==> src/rtl/multicycle_control_pkg.sv <==
// Shared encodings for the multicycle MIPS control path: opcodes, FSM states,
// ALU operation codes and mux selects, plus the opcode-to-class decoder.
package multicycle_control_pkg;

    localparam logic [5:0] OP_RTYPE = 6'b000000;
    localparam logic [5:0] OP_LW    = 6'b100011;
    localparam logic [5:0] OP_SW    = 6'b101011;
    localparam logic [5:0] OP_BEQ   = 6'b000100;
    localparam logic [5:0] OP_J     = 6'b000010;
    localparam logic [5:0] OP_ADDI  = 6'b001000;
    localparam logic [5:0] OP_ORI   = 6'b001101;

    // Also consumed by ALU_Control
    localparam logic [1:0] ALU_ADD   = 2'b00;
    localparam logic [1:0] ALU_SUB   = 2'b01;
    localparam logic [1:0] ALU_FUNCT = 2'b10;
    localparam logic [1:0] ALU_OR    = 2'b11;

    localparam logic [1:0] ASB_REG_B   = 2'b00;
    localparam logic [1:0] ASB_FOUR    = 2'b01;
    localparam logic [1:0] ASB_IMM     = 2'b10;
    localparam logic [1:0] ASB_IMM_SH2 = 2'b11;

    localparam logic [1:0] PCS_ALU    = 2'b00;
    localparam logic [1:0] PCS_ALUOUT = 2'b01;
    localparam logic [1:0] PCS_JUMP   = 2'b10;

    typedef enum logic [3:0] {
        S_FETCH    = 4'd0,
        S_DECODE   = 4'd1,
        S_MEM_ADDR = 4'd2,
        S_MEM_RD   = 4'd3,
        S_MEM_WB   = 4'd4,
        S_MEM_WR   = 4'd5,
        S_R_EXEC   = 4'd6,
        S_R_WB     = 4'd7,
        S_I_EXEC   = 4'd8,
        S_I_WB     = 4'd9,
        S_BRANCH   = 4'd10,
        S_JUMP     = 4'd11
    } state_t;

    typedef enum logic [2:0] {
        CLS_LW   = 3'd0,
        CLS_SW   = 3'd1,
        CLS_R    = 3'd2,
        CLS_BEQ  = 3'd3,
        CLS_J    = 3'd4,
        CLS_ADDI = 3'd5,
        CLS_ORI  = 3'd6,
        CLS_ILL  = 3'd7
    } op_cls_t;

    typedef struct packed {
        logic       pc_write;
        logic       pc_write_cond;
        logic       i_or_d;
        logic       mem_read;
        logic       mem_write;
        logic       ir_write;
        logic       mem_to_reg;
        logic       reg_dst;
        logic       reg_write;
        logic       alu_src_a;
        logic [1:0] alu_src_b;
        logic [1:0] alu_op;
        logic [1:0] pc_source;
        logic       instr_done;
        logic       illegal_op;
    } ctrl_t;

    function automatic op_cls_t decode_opcode(input logic [5:0] op);
        op_cls_t cls;
        case (op)
            OP_LW:    cls = CLS_LW;
            OP_SW:    cls = CLS_SW;
            OP_RTYPE: cls = CLS_R;
            OP_BEQ:   cls = CLS_BEQ;
            OP_J:     cls = CLS_J;
            OP_ADDI:  cls = CLS_ADDI;
            OP_ORI:   cls = CLS_ORI;
            default:  cls = CLS_ILL;
        endcase
        return cls;
    endfunction

endpackage

==> src/rtl/multicycle_control_if.sv <==
// Control-path bundle between the main FSM (master) and the datapath (slave).
interface multicycle_control_if;
    import multicycle_control_pkg::*;

    logic [5:0] opcode;
    logic       mem_ready;
    logic       pc_write;
    logic       pc_write_cond;
    logic       i_or_d;
    logic       mem_read;
    logic       mem_write;
    logic       ir_write;
    logic       mem_to_reg;
    logic       reg_dst;
    logic       reg_write;
    logic       alu_src_a;
    logic [1:0] alu_src_b;
    logic [1:0] alu_op;
    logic [1:0] pc_source;
    logic       instr_done;
    logic       illegal_op;

    modport master (
        input  opcode, mem_ready,
        output pc_write, pc_write_cond, i_or_d, mem_read, mem_write, ir_write,
               mem_to_reg, reg_dst, reg_write, alu_src_a, alu_src_b, alu_op,
               pc_source, instr_done, illegal_op
    );

    modport slave (
        output opcode, mem_ready,
        input  pc_write, pc_write_cond, i_or_d, mem_read, mem_write, ir_write,
               mem_to_reg, reg_dst, reg_write, alu_src_a, alu_src_b, alu_op,
               pc_source, instr_done, illegal_op
    );

endinterface

==> src/rtl/multicycle_control_decode.sv <==
// Moore output table for the multicycle control FSM; DECODE additionally flags
// unsupported opcodes and the memory handshake gates the fetch/store strobes.
module multicycle_control_decode
    import multicycle_control_pkg::*;
(
    input  state_t  state,
    input  op_cls_t cls_q,
    input  op_cls_t cls_dec,
    input  logic    mem_ready,
    output ctrl_t   ctrl
);

    always_comb begin
        ctrl = '0;
        case (state)
            S_FETCH: begin
                ctrl.mem_read  = 1'b1;
                ctrl.alu_src_b = ASB_FOUR;
                ctrl.alu_op    = ALU_ADD;
                ctrl.pc_source = PCS_ALU;
                ctrl.ir_write  = mem_ready;
                ctrl.pc_write  = mem_ready;
            end
            S_DECODE: begin
                // Precompute the branch target into ALUOut while decoding
                ctrl.alu_src_b  = ASB_IMM_SH2;
                ctrl.alu_op     = ALU_ADD;
                ctrl.illegal_op = (cls_dec == CLS_ILL);
            end
            S_MEM_ADDR: begin
                ctrl.alu_src_a = 1'b1;
                ctrl.alu_src_b = ASB_IMM;
                ctrl.alu_op    = ALU_ADD;
            end
            S_MEM_RD: begin
                ctrl.mem_read = 1'b1;
                ctrl.i_or_d   = 1'b1;
            end
            S_MEM_WB: begin
                ctrl.reg_write  = 1'b1;
                ctrl.mem_to_reg = 1'b1;
                ctrl.instr_done = 1'b1;
            end
            S_MEM_WR: begin
                ctrl.mem_write  = 1'b1;
                ctrl.i_or_d     = 1'b1;
                ctrl.instr_done = mem_ready;
            end
            S_R_EXEC: begin
                ctrl.alu_src_a = 1'b1;
                ctrl.alu_src_b = ASB_REG_B;
                ctrl.alu_op    = ALU_FUNCT;
            end
            S_R_WB: begin
                ctrl.reg_write  = 1'b1;
                ctrl.reg_dst    = 1'b1;
                ctrl.instr_done = 1'b1;
            end
            S_I_EXEC: begin
                // IR may already be changing, so the latched class picks the ALU op
                ctrl.alu_src_a = 1'b1;
                ctrl.alu_src_b = ASB_IMM;
                ctrl.alu_op    = (cls_q == CLS_ORI) ? ALU_OR : ALU_ADD;
            end
            S_I_WB: begin
                ctrl.reg_write  = 1'b1;
                ctrl.instr_done = 1'b1;
            end
            S_BRANCH: begin
                ctrl.alu_src_a     = 1'b1;
                ctrl.alu_src_b     = ASB_REG_B;
                ctrl.alu_op        = ALU_SUB;
                ctrl.pc_write_cond = 1'b1;
                ctrl.pc_source     = PCS_ALUOUT;
                ctrl.instr_done    = 1'b1;
            end
            S_JUMP: begin
                ctrl.pc_write   = 1'b1;
                ctrl.pc_source  = PCS_JUMP;
                ctrl.instr_done = 1'b1;
            end
            default: ctrl = '0;
        endcase
    end

endmodule

==> src/rtl/multicycle_control.sv <==
// Main control FSM of the multicycle MIPS datapath: sequences each instruction
// through FETCH/DECODE/EXEC/MEM/WB and drives the datapath enables and alu_op.
module multicycle_control
    import multicycle_control_pkg::*;
#(
    parameter bit WAIT_MEM = 1'b1
) (
    input  logic                 clk,
    input  logic                 rst_n,
    multicycle_control_if.master bus
);

    state_t  state;
    op_cls_t cls_q;
    op_cls_t cls_dec;
    logic    mem_rdy;
    ctrl_t   ctrl;
    ctrl_t   ctrl_out;

    assign mem_rdy = WAIT_MEM ? bus.mem_ready : 1'b1;
    assign cls_dec = decode_opcode(bus.opcode);

    always_ff @(posedge clk or negedge rst_n) begin
        if (!rst_n) begin
            state <= S_FETCH;
            cls_q <= CLS_ILL;
        end else begin
            case (state)
                S_FETCH:  if (mem_rdy) state <= S_DECODE;
                S_DECODE: begin
                    cls_q <= cls_dec;
                    case (cls_dec)
                        CLS_LW, CLS_SW:     state <= S_MEM_ADDR;
                        CLS_R:              state <= S_R_EXEC;
                        CLS_BEQ:            state <= S_BRANCH;
                        CLS_J:              state <= S_JUMP;
                        CLS_ADDI, CLS_ORI:  state <= S_I_EXEC;
                        default:            state <= S_FETCH;
                    endcase
                end
                S_MEM_ADDR: state <= (cls_q == CLS_SW) ? S_MEM_WR : S_MEM_RD;
                S_MEM_RD:   if (mem_rdy) state <= S_MEM_WB;
                S_MEM_WB:   state <= S_FETCH;
                S_MEM_WR:   if (mem_rdy) state <= S_FETCH;
                S_R_EXEC:   state <= S_R_WB;
                S_R_WB:     state <= S_FETCH;
                S_I_EXEC:   state <= S_I_WB;
                S_I_WB:     state <= S_FETCH;
                S_BRANCH:   state <= S_FETCH;
                S_JUMP:     state <= S_FETCH;
                default:    state <= S_FETCH;
            endcase
        end
    end

    multicycle_control_decode u_decode (
        .state     (state),
        .cls_q     (cls_q),
        .cls_dec   (cls_dec),
        .mem_ready (mem_rdy),
        .ctrl      (ctrl)
    );

    // Outputs are forced quiet for as long as reset is held, not just at the edge
    assign ctrl_out = rst_n ? ctrl : '0;

    assign bus.pc_write      = ctrl_out.pc_write;
    assign bus.pc_write_cond = ctrl_out.pc_write_cond;
    assign bus.i_or_d        = ctrl_out.i_or_d;
    assign bus.mem_read      = ctrl_out.mem_read;
    assign bus.mem_write     = ctrl_out.mem_write;
    assign bus.ir_write      = ctrl_out.ir_write;
    assign bus.mem_to_reg    = ctrl_out.mem_to_reg;
    assign bus.reg_dst       = ctrl_out.reg_dst;
    assign bus.reg_write     = ctrl_out.reg_write;
    assign bus.alu_src_a     = ctrl_out.alu_src_a;
    assign bus.alu_src_b     = ctrl_out.alu_src_b;
    assign bus.alu_op        = ctrl_out.alu_op;
    assign bus.pc_source     = ctrl_out.pc_source;
    assign bus.instr_done    = ctrl_out.instr_done;
    assign bus.illegal_op    = ctrl_out.illegal_op;

endmodule

==> src/flat_wrapper.sv <==
// flat-port wrapper written by rule: the top's interface ports become plain ports
module multicycle_control_flat import multicycle_control_pkg::*;
#(
    parameter bit WAIT_MEM = 1'b1
)
  (clk, rst_n, bus_opcode, bus_mem_ready, bus_pc_write, bus_pc_write_cond, bus_i_or_d, bus_mem_read, bus_mem_write, bus_ir_write, bus_mem_to_reg, bus_reg_dst, bus_reg_write, bus_alu_src_a, bus_alu_src_b, bus_alu_op, bus_pc_source, bus_instr_done, bus_illegal_op);
  multicycle_control_if bus_i ();
  input  logic clk;
  input  logic rst_n;
  input wire logic [$bits(bus_i.opcode)-1:0] bus_opcode;
  input wire logic [$bits(bus_i.mem_ready)-1:0] bus_mem_ready;
  output wire logic [$bits(bus_i.pc_write)-1:0] bus_pc_write;
  output wire logic [$bits(bus_i.pc_write_cond)-1:0] bus_pc_write_cond;
  output wire logic [$bits(bus_i.i_or_d)-1:0] bus_i_or_d;
  output wire logic [$bits(bus_i.mem_read)-1:0] bus_mem_read;
  output wire logic [$bits(bus_i.mem_write)-1:0] bus_mem_write;
  output wire logic [$bits(bus_i.ir_write)-1:0] bus_ir_write;
  output wire logic [$bits(bus_i.mem_to_reg)-1:0] bus_mem_to_reg;
  output wire logic [$bits(bus_i.reg_dst)-1:0] bus_reg_dst;
  output wire logic [$bits(bus_i.reg_write)-1:0] bus_reg_write;
  output wire logic [$bits(bus_i.alu_src_a)-1:0] bus_alu_src_a;
  output wire logic [$bits(bus_i.alu_src_b)-1:0] bus_alu_src_b;
  output wire logic [$bits(bus_i.alu_op)-1:0] bus_alu_op;
  output wire logic [$bits(bus_i.pc_source)-1:0] bus_pc_source;
  output wire logic [$bits(bus_i.instr_done)-1:0] bus_instr_done;
  output wire logic [$bits(bus_i.illegal_op)-1:0] bus_illegal_op;
  assign bus_i.opcode = bus_opcode;
  assign bus_i.mem_ready = bus_mem_ready;
  assign bus_pc_write = bus_i.pc_write;
  assign bus_pc_write_cond = bus_i.pc_write_cond;
  assign bus_i_or_d = bus_i.i_or_d;
  assign bus_mem_read = bus_i.mem_read;
  assign bus_mem_write = bus_i.mem_write;
  assign bus_ir_write = bus_i.ir_write;
  assign bus_mem_to_reg = bus_i.mem_to_reg;
  assign bus_reg_dst = bus_i.reg_dst;
  assign bus_reg_write = bus_i.reg_write;
  assign bus_alu_src_a = bus_i.alu_src_a;
  assign bus_alu_src_b = bus_i.alu_src_b;
  assign bus_alu_op = bus_i.alu_op;
  assign bus_pc_source = bus_i.pc_source;
  assign bus_instr_done = bus_i.instr_done;
  assign bus_illegal_op = bus_i.illegal_op;
  multicycle_control #(.WAIT_MEM(WAIT_MEM)) u_core (.clk(clk), .rst_n(rst_n), .bus(bus_i));
endmodule
==> config.mk <==
export PLATFORM = sky130hd
export DESIGN_NAME = multicycle_control_flat
export DESIGN_NICKNAME = d
export VERILOG_FILES = /design/src/rtl/multicycle_control_pkg.sv /design/src/rtl/multicycle_control_if.sv /design/src/rtl/multicycle_control_decode.sv /design/src/rtl/multicycle_control.sv /design/src/flat_wrapper.sv
export SDC_FILE = /design/constraint.sdc
export NUM_CORES = 1
export LEC_CHECK = 0
export CAP_MARGIN = 5
export CORE_MARGIN = 10
export CORE_UTILIZATION = 40
export DETAILED_ROUTE_END_ITERATION = 16
export PLACE_DENSITY = 0.72
export SLEW_MARGIN = 30
export SYNTH_ARGS = -nofsm -noshare
export SYNTH_HDL_FRONTEND = slang
export SYNTH_SLANG_ARGS = --single-unit
==> constraint.sdc <==
create_clock -name clk -period 3.3 [get_ports clk]
set_clock_uncertainty 0.15 [all_clocks]
set_input_delay 0.33 -clock clk [delete_from_list [all_inputs] [get_ports clk]]
set_output_delay 0.33 -clock clk [all_outputs]
set_load 0.005 [all_outputs]
==> results.md <==
- Die area: 4060 um2
- Drt wl/cell: 14.1 um
- 1st-pass router iterations: 5
- Post-Syn Instances: 108
- Clk Latency, worst-skew pair: approximately 250 ps
- Most frequent cells in the layout: clkdlybuf4s50_1, nor2_1, nand2_1
- Clock power share: approximately 11%
- Die H: roughly 64 um
- Fin crit share: roughly 87%
- Top cells by area, synth: dfrtp_1, dfstp_2, nor2_1, nand2b_1, o21ai_0
- P_leak: between 0.3 and 0.4 nW
- Pin count of the biggest net entering global routing: 16
- Syn Std Cell Area: 763 um2
- I/O Pins: 27
- Distinct cells, synth: 37
- Initial antenna violation count: 0
- Sequential area share after synthesis: 23.4%
- Sw Pwr: roughly 0.00031 W
- Die X-Extent: roughly 64 um
- Routed Antenna Nets: 0
- Most common cell after layout, fill and taps aside: clkdlybuf4s50_1
- Int Power: about 0.00038 W
- CP endpoint kind: primary output
- Via count of the first global-routing pass: 864
- H-tree Lvls: 1
- Post-synthesis average cell area: between 7 and 8 um2
- Top FF cell, synth: dfrtp_1
- Flop pwr share: 29.7%
- Post-CTS setup buffer count: 0
- Core area: around 1800 um2
- Power Dens Cells: roughly 660 nW/um2
- WHS: around 190 ps
- Sw frac: between 40 and 50%
- Met2 GRT Util: 19.2%
- Vias per cell: 5.59
- Mapped Nets: between 100 and 150
- Number of flops mapped to enable cells by yosys: 0
- First-pass GRT wire length: about 3.7 mm
- Slew Limit Headroom: 72.4%
- CTS resizes: 0
- CTS tree: yes
- Clk slew on worst S/H paths: 50 ps
- Tmin final: between 2000 and 3000 ps
- Max-slew violations: 0
- M3 GR Usage: roughly 3.5%
- Global route hottest layer: met2
- Setup Viol. Count Final: 0
- GPL Wtd Cong: 0.773
- Status: finished clean
- Logic gate share of total power: 59.2%
- Utilization after layout: 59.1%
- Fin nets: 142
- DR DRC count: 0
- WP data required: approximately 2800 ps
- Worst Path Arrival: 2390 ps
- Total vias in the final route: about 900
- IO Port Bufs: 26
- F_max: between 300 and 400 MHz
- Row count: 15
- FFs w/ async S/R, synth: 100%
- Area grow syn2layout: 36.6%
- Crit path max fanout: 15
- 1st-iter DRT viols: 12
- Post-DP HPWL: between 1.5 and 2 mm
- Total power: a little under 0.0007 W
- CTS max path bufs: 2
- Clk sink count: 7
- CTS buffer count: 3
- Total track usage: 10.7%
- Initial Utilization: 43.3%
- Type of origin of the critical path: flop
- Kind of critical path: flop to primary output
- YS warnings: 0
- Top cell type's share of synthesized area: 13.1%
- RSZ-0062 raised after global routing: false
- IR Drop Worst-Case VDD: between 0.4 and 0.5 mV
- MaxCap Viol Count: 0
- Final Hold Fails: 0
- Slew @ Worst Pin: roughly 410 ps
- Dominant cell type by area after synthesis: dfrtp_1
- Yosys reg bits: 7
- Grt ovf: 0
- CTS Root Cell: clkbuf_4
- Post-Route Setup TNS: 0 ps
- CTS Hold Buffers Added: 0
- Final WL: 2.22 mm
- N_diodes: 0
- Fraction of layout cells with a size suffix above 1: a little under a tenth
- Met1 Use GR: between 10% and 20%
- HP Class: primary input to asynchronous set/reset pin
==> Yosys cell counts (3+ instances only) <==
library cell	n
a21oi_1	3
dfrtp_1	4
dfstp_2	3
inv_1	3
nand2_1	11
nand2b_1	8
nand3_1	4
nor2_1	14
nor3_1	8
o21ai_0	10
o22ai_1	5
==> through the flow <==
step                setup WS [ps]  instance area, um2  instances
CTS                           405                1040        157
floorplan                    1470                 763        108
finish                        434                1040        157
global route                  196                1040        157
global placement              491                1020        153
detailed placement            453                1020        153
==> power by group through the flow <==
stage,clock (W),combinational [W],sequential [W]
floorplan,0,0.000297,0.000170
global placement,0,0.000403,0.000202
detailed placement,0,0.000412,0.000207
CTS,0.0000789,0.000414,0.000204
global route,0.0000860,0.000461,0.000215
finish,0.0000762,0.000409,0.000205
==> final cells by class <==
| class | count | area, um2 |
|---|---|---|
| Fill cell | 188 | 722 |
| Multi-Input combinational cell | 90 | 519 |
| Clock buffer | 4 | 26.3 |
| Timing Repair Buffer | 28 | 275 |
| Tap cell | 25 | 31.3 |
| Sequential cell | 7 | 179 |
| Inverter | 3 | 11.3 |
==> flip-flops by register name, indices dropped and copies added (netlist names) <==
name,cells
u_core.cls_q,3
u_core.state,4
==> routing by layer <==
metal,vias up,share of wire (%),wire length [um]
met3,4,6.7,149
met5,-,0,0
met1,405,44,978
li1,433,-,-
met2,36,48,1070
met4,0,0.81,18
==> worst max-delay path, cell delays in order (launching register included) <==
cell	delay, ps
dfrtp_1	590
nand2b_1	260
nor3_1	300
nand2b_1	140
nor4b_1	290
clkdlybuf4s50_1	550
==> path summary, 6_finish.rpt <==
path / from / to / slack, ps / depth (start not counted)
max in group asynchronous: rst_n / u_core.cls_q[2] / 2310 / 2
max: u_core.state[0] / bus_illegal_op / 430 / 5
max reg2reg: u_core.state[0] / u_core.state[0] / 1470 / 4
min in group clk: u_core.cls_q[1] / u_core.cls_q[1] / 330 / 2
min reg2reg: u_core.cls_q[1] / u_core.cls_q[1] / 330 / 2
min: rst_n / u_core.state[1] / 190 / 1
==> kinds of logic after synthesis <==
kind of cell	synth area share, %
xor+xnor	4.59
compound gates	22.8
buf+inv	8.52
flops	23.4
simple gates	40.7
Power figures use the tool's default switching activity.
